`src/rtl/programmable_instruction_memory.sv`:
```
// Programmable instruction memory: single-cycle fetch port, program-load write port,
// sticky HALT/FAULT status with a small RUN/HALT/FAULT controller.
module programmable_instruction_memory #(
  parameter int unsigned         DATA_W    = 16,
  parameter int unsigned         ADDR_W    = 16,
  parameter int unsigned         DEPTH     = 32,
  parameter logic [DATA_W-1:0]   HALT_WORD = 16'h0000
) (
  input  logic              clk,
  input  logic              rst,
  input  logic [ADDR_W-1:0] from_pc,
  input  logic              fetch_req,
  input  logic              stall,
  output logic [DATA_W-1:0] instruction,
  output logic              instr_valid,
  input  logic              load_en,
  input  logic [ADDR_W-1:0] load_addr,
  input  logic [DATA_W-1:0] load_data,
  output logic              halted,
  output logic              fault,
  output logic [ADDR_W-1:0] fault_pc
);

  localparam int unsigned       IDX_W = (DEPTH > 1) ? $clog2(DEPTH) : 1;
  localparam logic [ADDR_W:0]   LIMIT = (ADDR_W + 1)'(2 * DEPTH);

  typedef enum logic [1:0] {
    ST_RUN   = 2'd0,
    ST_HALT  = 2'd1,
    ST_FAULT = 2'd2
  } state_t;

  state_t            r_state;
  logic [DATA_W-1:0] r_mem [DEPTH];
  logic [DATA_W-1:0] r_instruction;
  logic              r_instr_valid;
  logic              r_halted;
  logic              r_fault;
  logic [ADDR_W-1:0] r_fault_pc;

  logic             w_load_ok;
  logic [IDX_W-1:0] w_load_idx;
  logic             w_fetch_cand;
  logic             w_misaligned;
  logic             w_out_of_range;
  logic             w_fetch_bad;
  logic [IDX_W-1:0] w_fetch_idx;
  logic [DATA_W-1:0] w_fetch_word;

  // Range checks use the full address so that every address bit participates.
  always_comb begin
    w_load_ok      = ({1'b0, load_addr} < LIMIT);
    w_load_idx     = load_addr[IDX_W:1];
    w_fetch_cand   = fetch_req && !stall && !load_en && (r_state == ST_RUN);
    w_misaligned   = from_pc[0];
    w_out_of_range = ({1'b0, from_pc} >= LIMIT);
    w_fetch_bad    = w_misaligned || w_out_of_range;
    w_fetch_idx    = from_pc[IDX_W:1];
    w_fetch_word   = r_mem[w_fetch_idx];
  end

  always_ff @(posedge clk) begin
    if (rst) begin
      r_state       <= ST_RUN;
      r_instruction <= HALT_WORD;
      r_instr_valid <= 1'b0;
      r_halted      <= 1'b0;
      r_fault       <= 1'b0;
      r_fault_pc    <= '0;
      for (int unsigned i = 0; i < DEPTH; i++) begin
        r_mem[i[IDX_W-1:0]] <= HALT_WORD;
      end
    end else begin
      if (load_en && w_load_ok) begin
        r_mem[w_load_idx] <= load_data;
      end

      if (!stall) begin
        r_instr_valid <= 1'b0;
        // Fault is evaluated first so a bad address never reads memory.
        if (w_fetch_cand) begin
          if (w_fetch_bad) begin
            r_fault    <= 1'b1;
            r_fault_pc <= from_pc;
            r_state    <= ST_FAULT;
          end else begin
            r_instruction <= w_fetch_word;
            r_instr_valid <= 1'b1;
            if (w_fetch_word == HALT_WORD) begin
              r_halted <= 1'b1;
              r_state  <= ST_HALT;
            end
          end
        end
      end
    end
  end

  assign instruction = r_instruction;
  assign instr_valid = r_instr_valid;
  assign halted      = r_halted;
  assign fault       = r_fault;
  assign fault_pc    = r_fault_pc;

endmodule

```
`config.mk`:
```
export PLATFORM = sky130hd
export DESIGN_NAME = programmable_instruction_memory
export DESIGN_NICKNAME = d
export VERILOG_FILES = /design/src/rtl/programmable_instruction_memory.sv
export SDC_FILE = /design/constraint.sdc
export NUM_CORES = 1
export LEC_CHECK = 0
export BUFFER_PORTS_ARGS = -buffer_cell sky130_fd_sc_hd__clkbuf_2
export CAP_MARGIN = 20
export CORE_UTILIZATION = 37
export DETAILED_ROUTE_END_ITERATION = 6
export PLACE_DENSITY = 0.63
export SYNTH_ARGS = -nofsm -noshare
export SYNTH_HDL_FRONTEND = slang
export SYNTH_SLANG_ARGS = --single-unit
```
`constraint.sdc`:
```
create_clock -name clk -period 3 [get_ports clk]
set_input_delay 0.75 -clock clk [delete_from_list [all_inputs] [get_ports clk]]
set_output_delay 0.75 -clock clk [all_outputs]
set_load 0.01 [all_outputs]
```
==> reports/results.ini <==
[status]
status = finished clean

[timing]
finalCriticalPeriod_ns = 2.92
setup_viol = 0
report.final.slew_viol_count = 0
finClkSkew_ns = 0.0199
worst_slack_ns = 0.0846
rsz0062_at_grt = no
fmax_mhz = 343
fin_crit_sh = 0.972
slew-limit-headroom = 0.315
hold_viol_final = 0
holdWs_ns = 0.380
worst_pin_slew_ns = 1.03
fin_tns_setup_ns = 0

[yosys]
synth_top_area_share = 0.612
yosys-top-cells-area = edfxtp_1 61%, and2_1 13%, mux2i_1 8.4%, dfxtp_1 3.0%, a22oi_1 2.6%
yosys_register_bits = 549
synth_top_cells_by_count = 516 x and2_1, 512 x edfxtp_1, 210 x mux2i_1, 111 x clkbuf_1, 88 x a22oi_1
async_flop_share = 0
yosysSeqAreaShare = 0.642
synth_warnings = 0
syn_nets = 1901
yosysMostFrequentCell = and2_1
yosysTopAreaCell = edfxtp_1
syn_area_um2 = 25100
syn_inst = 1848
synth_edf_count = 512
synth_flop_cell = edfxtp_1
synth_area_per_cell_um2 = 13.6
ys_types = 41

[die]
fp.dieH_um = 262
io_pins = 88
initial_core_util = 0.374
core_area_um2 = 67200
num_rows = 95
fp.dieW_um = 262
die_area_um2 = 68900

[routing]
wl_um = 67600
routed_via_density = 5.29
first_pass_iters = 5
num_vias = 15400
drc = 0
routedWlPerCell_um = 23.1
final_antenna_net_count = 0
first_iter_violations = 1418

[cts]
cts_tree = built
cts_setup_buffers = 0
clk_path_buf_depth = 3
numCtsBuffers = 57
h-tree-depth = 2
cts_sinks = 549
cts.clk_slew.worst_paths_ns = 0.06
cts_root_buf = clkbuf_16
insertion_delay_ns = 0.61

[layout]
drive_gt1_frac = 0.187
fill_cells = 5996
utilization = 0.436
final_nets = 2057
area_delta_synth_final_pct = 16.6

[critical_path]
worst-path-max-fanout = 21
end_kind = flip-flop
path_class = primary input to flip-flop
cp.required_ns = 3.52
cp-start-kind = primary input
worstPathArrival_ns = 3.44

[place]
pre_cts_ws_ns = -0.509
hpwl_um = 43600
gp_congestion = 0.898
io_buffers = 86

[global_route]
grt_pass1_vias = 15500
grt_overflow = 0
grtUsageMet1 = 0.263
grt_pass1_wl_um = 99200
antenna_found_initial = 2
grt_use_met2 = 0.322
use_met3 = 0.0273
grt_start_max_net_pins = 71
gr-max-usage-layer = met2
grt_use_total = 0.194

[hold_path]
hold_class = primary input to flip-flop

[power]
power.leakage_nw = 11.1
p_per_area_nw_per_um2 = 574
vdd_drop_max_uv = 394

[run]
max-cap-violations = 0

## layout by cell type, fill, tap and decap left out, types with 22 or more instances in the layout
master     count
buf_4        133
clkbuf_16     57
or2_2         33
mux2i_1      210
clkbuf_2      85
buf_12        30
nor2_1        81
and2_1       516
a22oi_1       88
edfxtp_1     512
dfxtp_1       37
mux4_2        22
nand2_1       57
## path summary, 6_finish.rpt
path	slack, ns	cells after the start	to	from
worst max-delay path	0.08	12	r_state[0]$_SDFFE_PP0P_	from_pc[2]
worst min-delay path	0.38	3	fault_pc[8]$_SDFFE_PP0P_	from_pc[8]
worst max register to register	0.42	7	r_state[0]$_SDFFE_PP0P_	r_mem[26][12]$_SDFFCE_PN0P_
worst min register to register	0.46	2	fault_pc[7]$_SDFFE_PP0P_	fault_pc[7]$_SDFFE_PP0P_
## repair_timing
item	in CTS	in global routing
hold buffers	0	0
gates resized for setup	0	1
endpoints found under the setup margin	0	2
hold endpoints to repair	0	0
## where the power goes
part / total [mW] / internal [mW] / switching (mW)
Sequential: 8.80 / 8.70 / 0.100
Combinational: 1.44 / 0.549 / 0.891
Clock: 6.54 / 3.66 / 2.88
Total: 16.8 / 12.9 / 3.88
## layout make-up
class | count | area (um^2) | area share
clock buffers | 79 | 1550 | 0.0529
multi-input cells | 1143 | 8320 | 0.284
well taps | 873 | 1090 | 0.0373
diodes | 2 | 5.00 | 0.000171
inverters | 4 | 15.0 | 0.000513
clock inverters | 21 | 128 | 0.00436
flip-flops and latches | 549 | 16100 | 0.551
repair buffers | 249 | 2040 | 0.0697
## critical path: stages
cell      delay, ns
buf_8          0.21
buf_4          0.40
mux2i_1        0.26
buf_4          0.17
a22oi_1        0.07
nand2_1        0.12
o21ai_1        0.08
a211oi_1       0.40
buf_4          0.20
nand4_1        0.08
or4_1          0.57
o21ai_1        0.10
## sequential cells by signal, summed over array words and instances, names as in the netlist
signal,cells
r_state,2
instr_valid,1
halted,1
instruction,16
r_mem,512
fault_pc,16
fault,1
## routing by layer
metal | vias up | routed length (um)
met5 | - | 9
met4 | 2 | 1750
met3 | 102 | 4220
met2 | 556 | 32300
met1 | 7790 | 29200
li1 | 6985 | -
## stage by stage
stage	std cells	cell area [um^2]	total power [mW]
2_1_floorplan	1848	25100	9.67
4_1_cts	2918	29200	16.9
6_report	2920	29300	16.8
3_3_place_gp	2818	27600	10.4
3_5_place_dp	2818	27600	10.4
5_1_grt	2918	29300	17.2
## cells by family after synthesis
kind of cell    count (synthesis)  share of synthesized area
mux                           246                      0.117
buf+inv                       156                     0.0274
flops                         549                      0.642
compound gates                155                     0.0434
simple gates                  742                      0.170
Power figures use the tool's default switching activity.
